**config.mk**
```make
export PLATFORM = sky130hd
export DESIGN_NAME = fp16_pack4
export DESIGN_NICKNAME = d
export VERILOG_FILES = /design/src/rtl/fp16_pkg.sv /design/src/rtl/fp_classify.sv /design/src/rtl/fp16_pack4.sv
export SDC_FILE = /design/constraint.sdc
export NUM_CORES = 1
export LEC_CHECK = 0
export BUFFER_PORTS_ARGS = -buffer_cell sky130_fd_sc_hd__buf_2
export CORE_MARGIN = 2
export CORE_UTILIZATION = 40
export CTS_CLUSTER_SIZE = 10
export DETAILED_ROUTE_END_ITERATION = 10
export PLACE_DENSITY = 0.65
export SYNTH_ARGS = -nofsm -noshare
export SYNTH_HDL_FRONTEND = slang
export SYNTH_SLANG_ARGS = --single-unit
```
**constraint.sdc**
```tcl
create_clock -name clk -period 2.8 [get_ports clk]
set_input_delay 0 -clock clk [delete_from_list [all_inputs] [get_ports clk]]
set_output_delay 0 -clock clk [all_outputs]
set_load 0.005 [all_outputs]
```
**src/rtl/fp16_pkg.sv**
```systemverilog
// Shared FP16 constants and types used by the FP16 conversion and packing path.
package fp16_pkg;

    localparam logic [4:0]  FP16_EXP_MAX = 5'h1F;
    localparam logic [15:0] FP16_QNAN    = 16'h7E00;
    localparam logic [15:0] FP16_POS_INF = 16'h7C00;
    localparam logic [15:0] FP16_NEG_INF = 16'hFC00;

    localparam int PACK_LANES = 4;
    localparam int PACK_CNT_W = 2;

    // Per-word exception summary carried alongside packed data.
    typedef struct packed {
        logic nan;
        logic inf;
    } fp_flags_t;

endpackage

```
**src/rtl/fp_classify.sv**
```systemverilog
// Combinational IEEE-754 special-value classifier for 16/32/64-bit encodings.
module fp_classify #(
    parameter int WIDTH = 16
) (
    input  logic [WIDTH-1:0] value,
    output logic             is_snan,
    output logic             is_qnan,
    output logic             is_pos_inf,
    output logic             is_neg_inf
);

    localparam int EXP_W = (WIDTH == 16) ? 5 : (WIDTH == 32) ? 8 : 11;
    localparam int MAN_W = WIDTH - 1 - EXP_W;

    logic             sign;
    logic [EXP_W-1:0] exponent;
    logic [MAN_W-1:0] mantissa;
    logic             exp_all_ones;
    logic             man_zero;

    assign sign         = value[WIDTH-1];
    assign exponent     = value[WIDTH-2 -: EXP_W];
    assign mantissa     = value[MAN_W-1:0];
    assign exp_all_ones = &exponent;
    assign man_zero     = (mantissa == '0);

    // Quiet NaNs carry the mantissa MSB set; signalling NaNs have it clear.
    assign is_qnan    = exp_all_ones & mantissa[MAN_W-1];
    assign is_snan    = exp_all_ones & !man_zero & !mantissa[MAN_W-1];
    assign is_pos_inf = exp_all_ones & man_zero & !sign;
    assign is_neg_inf = exp_all_ones & man_zero & sign;

endmodule

```
**src/rtl/fp16_pack4.sv**
```systemverilog
// Packs a stream of FP16 beats into 64-bit words with lane-keep mask and
// per-word sticky NaN/Inf flags; the output register is a one-entry buffer.
module fp16_pack4
    import fp16_pkg::*;
#(
    parameter int LANES = PACK_LANES,
    parameter int W     = 16
) (
    input  logic               clk,
    input  logic               rst_n,
    input  logic               in_valid,
    output logic               in_ready,
    input  logic [W-1:0]       in_data,
    input  logic               in_last,
    output logic               out_valid,
    input  logic               out_ready,
    output logic [LANES*W-1:0] out_data,
    output logic [LANES-1:0]   out_keep,
    output logic               out_has_nan,
    output logic               out_has_inf
);

    localparam int CNT_W = PACK_CNT_W;

    logic [CNT_W-1:0]   cnt;
    logic [LANES*W-1:0] acc;
    logic [LANES-1:0]   keep_acc;
    fp_flags_t          flags_acc;

    logic               is_snan, is_qnan, is_pos_inf, is_neg_inf;
    fp_flags_t          beat_flags;
    fp_flags_t          merged_flags;
    logic [LANES*W-1:0] merged_data;
    logic [LANES-1:0]   merged_keep;
    logic               accept;
    logic               complete;

    fp_classify #(.WIDTH(W)) u_classify (
        .value      (in_data),
        .is_snan    (is_snan),
        .is_qnan    (is_qnan),
        .is_pos_inf (is_pos_inf),
        .is_neg_inf (is_neg_inf)
    );

    // Depends only on the output buffer, never on in_valid, to avoid a comb loop upstream.
    assign in_ready = !out_valid | out_ready;
    assign accept   = in_valid & in_ready;
    assign complete = accept & ((cnt == CNT_W'(LANES - 1)) | in_last);

    // NOTE: every variable driven here gets a default first so no latch is inferred.
    always_comb begin
        merged_data                 = acc;
        merged_data[cnt*W +: W]     = in_data;
        merged_keep                 = keep_acc | (LANES'(1) << cnt);
        beat_flags.nan              = is_snan | is_qnan;
        beat_flags.inf              = is_pos_inf | is_neg_inf;
        merged_flags                = flags_acc | beat_flags;
    end

    // NOTE: sequential state uses non-blocking assignments so every register
    // samples pre-edge values regardless of statement order.
    always_ff @(posedge clk or negedge rst_n) begin
        if (!rst_n) begin
            cnt         <= '0;
            acc         <= '0;
            keep_acc    <= '0;
            flags_acc   <= '0;
            out_valid   <= 1'b0;
            out_data    <= '0;
            out_keep    <= '0;
            out_has_nan <= 1'b0;
            out_has_inf <= 1'b0;
        end else if (complete) begin
            out_valid   <= 1'b1;
            out_data    <= merged_data;
            out_keep    <= merged_keep;
            out_has_nan <= merged_flags.nan;
            out_has_inf <= merged_flags.inf;
            cnt         <= '0;
            acc         <= '0;
            keep_acc    <= '0;
            flags_acc   <= '0;
        end else begin
            if (accept) begin
                acc       <= merged_data;
                keep_acc  <= merged_keep;
                flags_acc <= merged_flags;
                cnt       <= cnt + 1'b1;
            end
            // Payload holds after a drain; only the valid bit drops.
            if (out_valid & out_ready)
                out_valid <= 1'b0;
        end
    end

endmodule

```
### Yosys cells after proc, flatten, opt, wreduce, memory -nomap -nowiden

Cells that the tools add are included.
W data, S select, Z words.

* add/subtract/negate cells: 2
* eq/ne operators: 1
* shift-type cells: 3
* muxes and demuxes: 11
* bitwise operators: 15
* reduce and logical (&&, ||, !) cells: 8

Operator list (number)
* $mux W64: 2
* $bwmux W64: 1
* $shift A16 B34 Y64 const A: 1
* $shiftx A16 B34 Y64: 1
* $neg A6 Y34: 1
* $logic_not A10 Y1: 1
* $and A1 B1 Y1: 9
* $mux W2: 4
* $mux W4: 2
* $reduce_and A5 Y1: 1
* $logic_not A1 Y1: 4
* $or A1 B1 Y1: 4
* $or A4 B4 Y4: 1
* $reduce_bool A2 Y1: 2
* $shl A1 B2 Y4 const A: 1
* $add A2 B1 Y2 const B: 1
* $eq A2 B2 Y1 const B: 1
* $mux W1: 2
* $or A2 B2 Y2: 1

* register bits: 143
* bits of input ports: 21
* output and inout port bits: 72
* word-level logic and storage cells: 50

### Depth between registers and ports, before layout

Gate-level depths: netlist (run 1).

* word-level depth: 8
* gate-level depth with buffers: 8
* gate-level depth less buffers: 5

### Cells and area by module

From an unflattened synthesis (run 1), not the netlist that was laid out.

* cell total of the unflattened synthesis: 594
* area, all modules: 6617.6 um^2

By module, submodules not included
* fp16_pack4: instances 1, cells an instance 584, area each 6530.0 um^2, sequential area each 3578.4 um^2
* fp_classify: instances 1, cells an instance 10, area each 87.6 um^2, sequential area each 0.0 um^2

### Worst setup path after synthesis (run 1)

Ideal clock, no wire load.

* path type: reg-to-reg
* start: register cnt[0]
* end: register acc[10]
* library setup time: 0.121 ns
* data arrival time: 1.944 ns
* data required time: 2.679 ns
* path slack: 0.735 ns
* stages on the path, launching flop included: 9
* buffers on the path: 3
* clock period less this slack: 2.065 ns
* path through: dfrtp_1 -> inv_2 -> ha_1 -> and4bb_1 -> buf_2 -> and3_1 -> buf_2 -> buf_6 -> a22o_1

* word-level cells in the longest chain between the ends: 5
* elaborated cells on any way between the ends: 10
* those cells by class: add/sub (1); eq/ne (1); shift (2); mux (3); bitwise (2); reduce/logical (1)

Ends and longest elaborated chain
* from (decl): line fp16_pack4.sv:25 `logic [CNT_W-1:0] cnt;`
* from (signal assigned): line fp16_pack4.sv:89 `cnt <= cnt + 1'b1;`
* $neg A6 Y34: line fp16_pack4.sv:54 `merged_data[cnt*W +: W] = in_data;`
* $shiftx A16 B34 Y64 / $shift A16 B34 Y64 (equally long branches): line fp16_pack4.sv:54
* $bwmux W64: line fp16_pack4.sv:54
* $mux W64: line fp16_pack4.sv:85 `if (accept) begin`
* $mux W64: line fp16_pack4.sv:74 `end else if (complete) begin`
* to (signal assigned): line fp16_pack4.sv:86 `acc <= merged_data;`
* to (decl): line fp16_pack4.sv:26 `logic [LANES*W-1:0] acc;`

Parallel ways exist; a longest one is shown, timed or not. The select of a mux whose other input is x is not followed.
A chain may end at the register's enable or synchronous reset.

### Worst setup path after layout (run 1)

* start: register cnt[0]
* end: register acc[33]

The elaborated chain is that of the path after synthesis.

==> impl_metrics.yaml, run 1 <==
floorplan:
  start_util_pct: 40.7
  die_x_um: 128
  die_h_um: 128
  io_pins: 93
  row_count: 45
  core_um2: 15100
  dieArea_um2: 16400
global_routing:
  grt_pass1_vias: 4718
  grt_start_max_net_pins: 81
  antenna_found_initial: 0
  grt_first_pass_wirelength_um: 25300
  overflow: 0
  grt_use_total_pct: 20.1
critical_path:
  timing.rr.end: "acc[33]"
  rrSetupSlack_ns: 0.31
  crit_start: "cnt[0]"
  reg2regPathDepth: 5
  r2r_start: "cnt[0]"
  crit_fanout: 16
  required_ns: 3.15
  arrival_ns: 2.84
  critPathKind: "reg -> reg"
  startpoint_type: "flip-flop"
  crit_path_end_kind: "flip-flop"
hold_path:
  hold_path_end: "flags_acc[0]"
  hold_class: "in -> reg"
  hp-start: "in_data[13]"
  worstHoldPathCells: 3
synth:
  syn-instance-count: 590
  synth_seq_area_share_pct: 58.1
  async_flop_share_pct: 100
  netlist_top_cells_count: "143 x dfrtp_1, 74 x nand2_1, 69 x o21ai_0, 68 x a21oi_1, 66 x nor2b_1"
  syn_avg_cell_area_um2: 10.4
  synth_area_leaders: "dfrtp_1 58%, a22o_1 9.2%, nor2b_1 6.7%"
  synthesis.area_um2: 6160
  synth_area_leader_cell: "dfrtp_1"
  synth_top_area_share_pct: 58.1
  synth.most_common_cell: "dfrtp_1"
  yosys.cell_types.count: 31
  syn_nets: 619
  synth-seq-cells: 143
  synth_warnings: 0
  synth_edf_count: 0
  synth_ff_type: "dfrtp_1"
clocking:
  htree_levels: 4
  clock_latency_ns: 0.42
  post_cts.repair.setup_buffers: 0
  root_buffer: "clkbuf_16"
  cts_num_sinks: 143
  cts_tree: "done"
  cts-buffers-inserted: 17
  clk_path_buf_depth: 2
  ctsHoldBuffers: 5
  clk_pin_slew_ns: 0.06
  cts_resized: 0
routing:
  via_per_inst: 5.46
  drtAntennaViolNets: 0
  first_pass_iters: 5
  wirelength_um: 15700
  drc: 0
  vias: 4725
  wl_per_cell_um: 18.2
  drtIter0Drc: 345
sta:
  hold_viol: 0
  rsz0062_at_grt: "no"
  slew_headroom_pct: 27.8
  worst_slack_ns: 0.307
  holdWs_ns: 0.0215
  clock.fmax_ghz: 0.401
  worst_pin_slew_ns: 1.08
  skew_ns: 0.00606
  period_needed_ns: 2.49
  setup_viol: 0
  drv_slew: 0
  setup_tns_ns: 0
  finalCritPeriodShare_pct: 89.0
placed_design:
  io_buffers: 92
  dp_hpwl_um: 10100
  pre_cts_ws_ns: 0.317
  gp_congestion: 0.768
  dpl-instance-area_um2: 6750
  dp_cells: 830
finish:
  area_growth_pct: 19.5
  diodes: 0
  fin_util_pct: 48.6
  final_cell_area_um2: 7360
  final-instance-count-excl-fill: 866
  nets: 695
  drive_above_1_share_pct: 20.9
power:
  pwr_density_cell_nw_per_um2: 712
  p_leak_nw: 3.63
  totalPowerFinal_mw: 5.24
  vdd_drop_max_mv: 0.532
flow_run:
  cap_viol_max_count: 0
run_status:
  outcome: "complete, no violations"
-- layout make-up --
cell class / instances / area (um^2)
fill: 1387 / 7790
inverter: 3 / 11.3
clock inverter: 6 / 30.0
tap: 188 / 235
sequential: 143 / 3580
multi-input combinational: 388 / 2300
timing repair buffer: 113 / 674
clock buffer: 25 / 526
-- cells in the final DEF (no fill, tap or decap) --
| cell | n |
|---|---|
| inv_2 | 1 |
| buf_6 | 1 |
| dfrtp_1 | 143 |
| clkinv_2 | 6 |
| o41ai_1 | 1 |
| clkbuf_8 | 7 |
| nand2_1 | 74 |
| buf_2 | 91 |
| or2_0 | 1 |
| clkbuf_16 | 17 |
| inv_1 | 2 |
| nand3_4 | 1 |
| o21ai_1 | 4 |
| a2bb2oi_1 | 1 |
| buf_4 | 13 |
| and4bb_1 | 2 |
| clkbuf_1 | 1 |
| a32o_1 | 1 |
| nand2b_4 | 1 |
| dlygate4sd3_1 | 5 |
| nor2b_1 | 66 |
| and3_1 | 2 |
| nor4_1 | 2 |
| a21oi_1 | 68 |
| ha_1 | 8 |
| nand3_1 | 3 |
| a22o_1 | 65 |
| nand2b_1 | 1 |
| o21ai_0 | 69 |
| a211oi_1 | 1 |
| and2_1 | 2 |
| nor2_1 | 13 |
| buf_12 | 3 |
| nor4b_4 | 1 |
| and4b_1 | 1 |
-- worst max-delay path, stage by stage, from the launching register on --
cell and delay [ns]:
dfrtp_1 0.52, inv_2 0.13, ha_1 0.41, and4bb_1 0.23, nor2b_1 0.85, a22o_1 0.28
-- kinds of logic after synthesis --
kind of cell,synth area share [%]
buffers and inverters,4.67
adders and majority gates,1.63
and+or+nand+nor,14.3
DFF,58.1
AOI/OAI and AO/OA,21.3
-- worst max-delay path by stage --
stage                     endpoint  slack (ns)  depth (start not counted)
after floorplan            acc[10]        0.74                          8
after global placement     acc[38]        0.47                          5
after detailed placement   acc[44]        0.32                          5
after CTS                  acc[33]        0.32                          5
after global routing       acc[47]        0.10                          5
final                      acc[33]        0.31                          5
-- flip-flops by register name (all words and copies together), names as in the netlist --
name         count
out_has_inf      1
cnt              2
keep_acc         4
out_keep         4
out_has_nan      1
acc             64
flags_acc        2
out_valid        1
out_data        64
-- per-layer routing --
metal / GRT usage [%] / up-vias / part of all wire (%)
met5: 0 / - / 0
met4: 8.79 / 0 / 2.3
met3: 3.96 / 29 / 5.2
met2: 31.1 / 155 / 47
met1: 27.7 / 2352 / 46
li1: - / 2189 / -
-- where the power goes --
| group | total (mW) | internal (mW) | switching (mW) |
|---|---|---|---|
| Clock | 2.10 | 1.28 | 0.820 |
| Combinational | 0.793 | 0.297 | 0.497 |
| Sequential | 2.34 | 2.24 | 0.106 |
Power figures use the tool's default switching activity.
==> inputs of run 2 (changes only) <==
--- a/config.mk
+++ b/config.mk
@@ -6,10 +6,10 @@
 export NUM_CORES = 1
 export LEC_CHECK = 0
-export BUFFER_PORTS_ARGS = -buffer_cell sky130_fd_sc_hd__buf_2
 export CORE_MARGIN = 2
 export CORE_UTILIZATION = 40
 export CTS_CLUSTER_SIZE = 10
 export DETAILED_ROUTE_END_ITERATION = 10
-export PLACE_DENSITY = 0.65
+export DONT_BUFFER_PORTS = 1
+export PLACE_DENSITY = 0.6
 export SYNTH_ARGS = -nofsm -noshare
 export SYNTH_HDL_FRONTEND = slang
==> constraint.sdc (replaced) <==
create_clock -name clk -period 2.8 [get_ports clk]
set_input_delay 0 -clock clk [delete_from_list [all_inputs] [get_ports clk]]
set_output_delay 0 -clock clk [all_outputs]
set_load 0.02 [all_outputs]
==> run 2 against run 1 <==
Net effect:
- the run now ends with negative hold slack left
- global-route usage grew 0.31 points
- critical endpoint is now acc[45]
- clock-buffer cell count shrank 6
- sequential share of layout area grew 1.8 points
- clock power grew 15%
==> impl_metrics.yaml, run 2 (synthesis gave the netlist of run 1 again) <==
finish:
  regArea_um2: 3580
  final-instance-count-excl-fill: 791
  drive_above_1_share_pct: 8.64
  layout_common_cells: "143 x dfrtp_1, 74 x nand2_1, 69 x o21ai_0"
  fill_cells: 1366
  fin_util_pct: 46.8
  area_growth_pct: 15.2
  nets: 618
  layout_commonest_cell: "dfrtp_1"
  largestRegisters: "acc x64, out_data x64"
  multiInputGateArea_um2: 2300
  final_cell_area_um2: 7090
global_routing:
  grt_pass1_vias: 4350
  grt_use_total_pct: 20.4
  overflow: 0
  grt_start_max_net_pins: 144
  grt_first_pass_wirelength_um: 25300
  antenna_found_initial: 1
placed_design:
  io_buffers: 0
  pre_cts_ws_ns: 0.288
  dpl-instance-area_um2: 6270
  dp_hpwl_um: 9810
  gp_congestion: 0.802
  dp_cells: 739
routing:
  wl_met1_um: 7200
  wirelength_um: 15800
  route.met3.wl_um: 1060
  drtIter0Drc: 364
  dr_wl_met2_um: 7110
  drtAntennaViolNets: 0
  drc: 0
  first_pass_iters: 5
  via_per_inst: 5.60
  wl_per_cell_um: 20.0
  vias: 4433
  top_layer_used: "met4"
sta:
  setup_viol: 0
  finalCritPeriodShare_pct: 92.2
  worst_pin_slew_ns: 1.16
  setup_tns_ns: 0
  holdWs_ns: -0.723
  worst_slack_ns: 0.218
  clock.fmax_ghz: 0.387
  slew_headroom_pct: 22.5
  period_needed_ns: 2.58
  drv_slew: 0
  hold_viol: 143
  skew_ns: 0.00723
  rsz0062_at_grt: "no"
floorplan:
  die_x_um: 128
  io_pins: 93
  row_count: 45
  start_util_pct: 40.7
  core_um2: 15100
  dieArea_um2: 16400
  die_h_um: 128
critical_path:
  critPathKind: "reg -> reg"
  startpoint_type: "flip-flop"
  required_ns: 3.15
  crit_fanout: 16
  arrival_ns: 2.93
  crit_path_end_kind: "flip-flop"
clocking:
  ctsHoldBuffers: 19
  htree_levels: 4
  clk_path_buf_depth: 2
  cts_resized: 0
  post_cts.repair.setup_buffers: 0
  cts-buffers-inserted: 17
  cts_num_sinks: 143
  clock_latency_ns: 0.42
  root_buffer: "clkbuf_16"
  clk_pin_slew_ns: 0.06
  cts_tree: "done"
power:
  pwr_density_cell_nw_per_um2: 781
  vdd_drop_max_mv: 0.446
  p_leak_nw: 3.23
  totalPowerFinal_mw: 5.54
run_status:
  failed_checks: "negative hold slack"
  outcome: "complete, but fails checks"
flow_run:
  cap_viol_max_count: 0
hold_path:
  hold_class: "in -> async"
-- run 2: cell types whose count changed in the layout (fill, tap and decap cells not counted), moves of 3 or more --
cell,change
buf_2,-91
buf_4,+3
bufinv_16,+4
clkbuf_8,-6
clkinv_2,-4
clkinvlp_4,+4
dlygate4sd3_1,+14
-- run 2: final timing paths --
path	start	end	slack, ns	cells after the start
max	cnt[0]	acc[45]	0.22	5
min	rst_n	out_data[36]	-0.72	0
max reg2reg	cnt[0]	acc[45]	0.22	5
min reg2reg	acc[41]	acc[41]	0.49	1
max in group asynchronous	rst_n	acc[57]	3.36	0
min in group clk	in_valid	keep_acc[1]	0.07	3
-- run 2: power by group --
part           internal [mW]  total, mW  leakage [nW]  switching (mW)
logic                  0.225      0.632         0.963           0.407
clock network           1.52       2.41         0.296           0.893
registers               2.24       2.50          1.97           0.262
-- run 2: cell type report --
class / instances / share of cell area (%)
clock inverters: 13 / 2.63
clock buffers: 19 / 6.25
inverters: 3 / 0.159
multi-input cells: 388 / 32.5
flip-flops and latches: 143 / 50.5
well taps: 188 / 3.32
repair buffers: 36 / 4.66
diodes: 1 / 0.0353
-- run 2: worst max-delay path: stages (launching register included) --
cell      delay (ns)
dfrtp_1         0.52
inv_2           0.13
ha_1            0.42
and4bb_1        0.24
nor2b_1         0.91
a22o_1          0.29
-- run 2: routing by layer --
metal  track usage [%]  up-vias
li1                  -     2056
met1              28.9     2180
met2              29.8      163
met3              5.51       34
met4              8.27        0
met5                 0        -
==> inputs of run 3 (changes only) <==
Settings changed: ABC_AREA set to 1.
==> run 3 against run 2 <==
Net effect:
- the run still ends with negative hold slack left
- core utilization grew 0.30 points
- sequential power barely moved
- clock power increased by 11%
- setup slack improved by 0.24 ns
- maximum frequency grew 10%
- clock skew is 0.00085 ns higher
- largest cell class unchanged
- highest routed layer unchanged
==> impl_metrics.yaml, run 3 <==
synth:
  syn_nets: 791
  synth_top_area_share_pct: 55.8
  synth_area_leader_cell: "dfrtp_1"
  synthesis.area_um2: 6410
  syn-instance-count: 762
  synth.most_common_cell: "nand2_1"
  synth_seq_area_share_pct: 55.8
  synth_area_leaders: "dfrtp_1 56%, nand2_1 18%, o22ai_1 6.2%"
  syn_avg_cell_area_um2: 8.41
  yosys.cell_types.count: 25
  synth_warnings: 0
  async_flop_share_pct: 100
  synth_edf_count: 0
  synth_ff_type: "dfrtp_1"
  netlist_top_cells_count: "308 x nand2_1, 143 x dfrtp_1, 85 x inv_1, 64 x o22ai_1, 47 x o21ai_0"
  synth-seq-cells: 143
clocking:
  cts_num_sinks: 143
  htree_levels: 4
  post_cts.repair.setup_buffers: 0
  clk_pin_slew_ns: 0.06
  root_buffer: "clkbuf_16"
  cts_resized: 0
  ctsHoldBuffers: 23
  clock_latency_ns: 0.43
  cts-buffers-inserted: 17
  cts_tree: "done"
  clk_path_buf_depth: 2
power:
  vdd_drop_max_mv: 0.489
  totalPowerFinal_mw: 5.94
  p_leak_nw: 3.63
  pwr_density_cell_nw_per_um2: 799
sta:
  clock.fmax_ghz: 0.427
  skew_ns: 0.00808
  period_needed_ns: 2.34
  worst_pin_slew_ns: 0.712
  setup_tns_ns: 0
  drv_slew: 0
  holdWs_ns: -0.729
  finalCritPeriodShare_pct: 83.6
  slew_headroom_pct: 52.6
  rsz0062_at_grt: "no"
  setup_viol: 0
  worst_slack_ns: 0.460
  hold_viol: 143
routing:
  wl_per_cell_um: 16.4
  via_per_inst: 5.16
  drc: 0
  drtIter0Drc: 360
  wirelength_um: 16400
  first_pass_iters: 5
  vias: 5164
  drtAntennaViolNets: 0
placed_design:
  io_buffers: 0
  dp_hpwl_um: 10600
  gp_congestion: 0.838
  pre_cts_ws_ns: 0.624
floorplan:
  core_um2: 15800
  row_count: 46
  start_util_pct: 40.6
  die_x_um: 131
  dieArea_um2: 17000
  die_h_um: 131
  io_pins: 93
finish:
  layout_commonest_cell: "nand2_1"
  area_growth_pct: 16.0
  layout_common_cells: "308 x nand2_1, 143 x dfrtp_1, 85 x inv_1"
  largestRegisters: "acc x64, out_data x64"
  diodes: 0
  fill_cells: 1556
  drive_above_1_share_pct: 7.02
  nets: 800
flow_run:
  cap_viol_max_count: 0
critical_path:
  required_ns: 3.17
  reg2regPathDepth: 7
  crit_fanout: 10
  critPathKind: "reg -> reg"
  crit_path_end_kind: "flip-flop"
  path_cells: "inv_2, ha_1, nand3_2, nor2_1, a21oi_1, o21ai_0, dlygate4sd3_1"
  cp_slowest_cell: "dlygate4sd3_1"
  arrival_ns: 2.71
  max_stage_delay_ns: 0.58
  startpoint_type: "flip-flop"
global_routing:
  grt_pass1_vias: 5065
  grt_use_total_pct: 20.3
  antenna_found_initial: 0
  overflow: 0
  grt_first_pass_wirelength_um: 26200
  grt_start_max_net_pins: 144
run_status:
  outcome: "complete, but fails checks"
  failed_checks: "negative hold slack"
hold_path:
  hold_class: "in -> async"
[run 3: cell types whose count changed in the layout (fill, tap and decap cells not counted), sizes merged, moves of 64 or more]
cell,before,now
o22ai,0,64
inv,5,94
a22o,65,0
a21oi,68,4
nor2b,66,0
nand2,74,311
[run 3: metal layers]
layer / global-route usage (%) / share of wire (%)
met5: 0 / 0
met4: 8.64 / 2.6
met3: 5.62 / 6.5
met2: 33.0 / 48
met1: 25.5 / 43
[run 3: kinds of logic after synthesis]
group / Yosys count / synth area share [%]
and+or+nand+nor: 337 / 20.6
AOI/OAI and AO/OA: 140 / 12.3
buffers and inverters: 134 / 9.64
adders and majority gates: 8 / 1.56
DFF: 143 / 55.8
[run 3: worst max-delay path, delay by kind of cell, from the launching register on]
family                     cells  cell delay, ns
buffers and inverters          2            0.70
DFF                            1            0.52
adders and majority gates      1            0.41
and+or+nand+nor                2            0.39
AOI/OAI and AO/OA              2            0.26
[run 3: cell type report]
class,count,area [um^2],share of cell area (%)
multi-input cells,485,2210,29.8
clock inverters,13,256,3.45
well taps,216,270,3.64
flip-flops and latches,143,3580,48.2
clock buffers,19,443,5.96
repair buffers,32,323,4.34
inverters,92,348,4.68
[run 3: through the flow]
step,area (um^2),util (%),std cells
3_3_place_gp,6500,41.2,945
2_1_floorplan,6410,-,762
5_1_grt,7430,47.1,1000
4_1_cts,7430,47.1,1000
3_5_place_dp,6500,41.2,945
6_report,7430,47.1,1000
[run 3: power breakdown]
group          switching, mW  internal (mW)  total (mW)  leakage, nW
registers              0.246           2.24        2.48         1.98
clock network          0.887           1.79        2.68        0.335
logic                  0.542          0.232       0.775         1.32
[run 3: path summary, 6_finish.rpt]
kind | from | to | slack, ns
hold / removal | rst_n | out_data[10] | -0.73
max in group asynchronous | rst_n | acc[39] | 3.23
setup reg to reg | cnt[0] | acc[16] | 0.46
hold reg to reg | keep_acc[3] | keep_acc[3] | 0.49
min in group clk | out_ready | out_valid | 0.42
setup / recovery | cnt[0] | acc[16] | 0.46
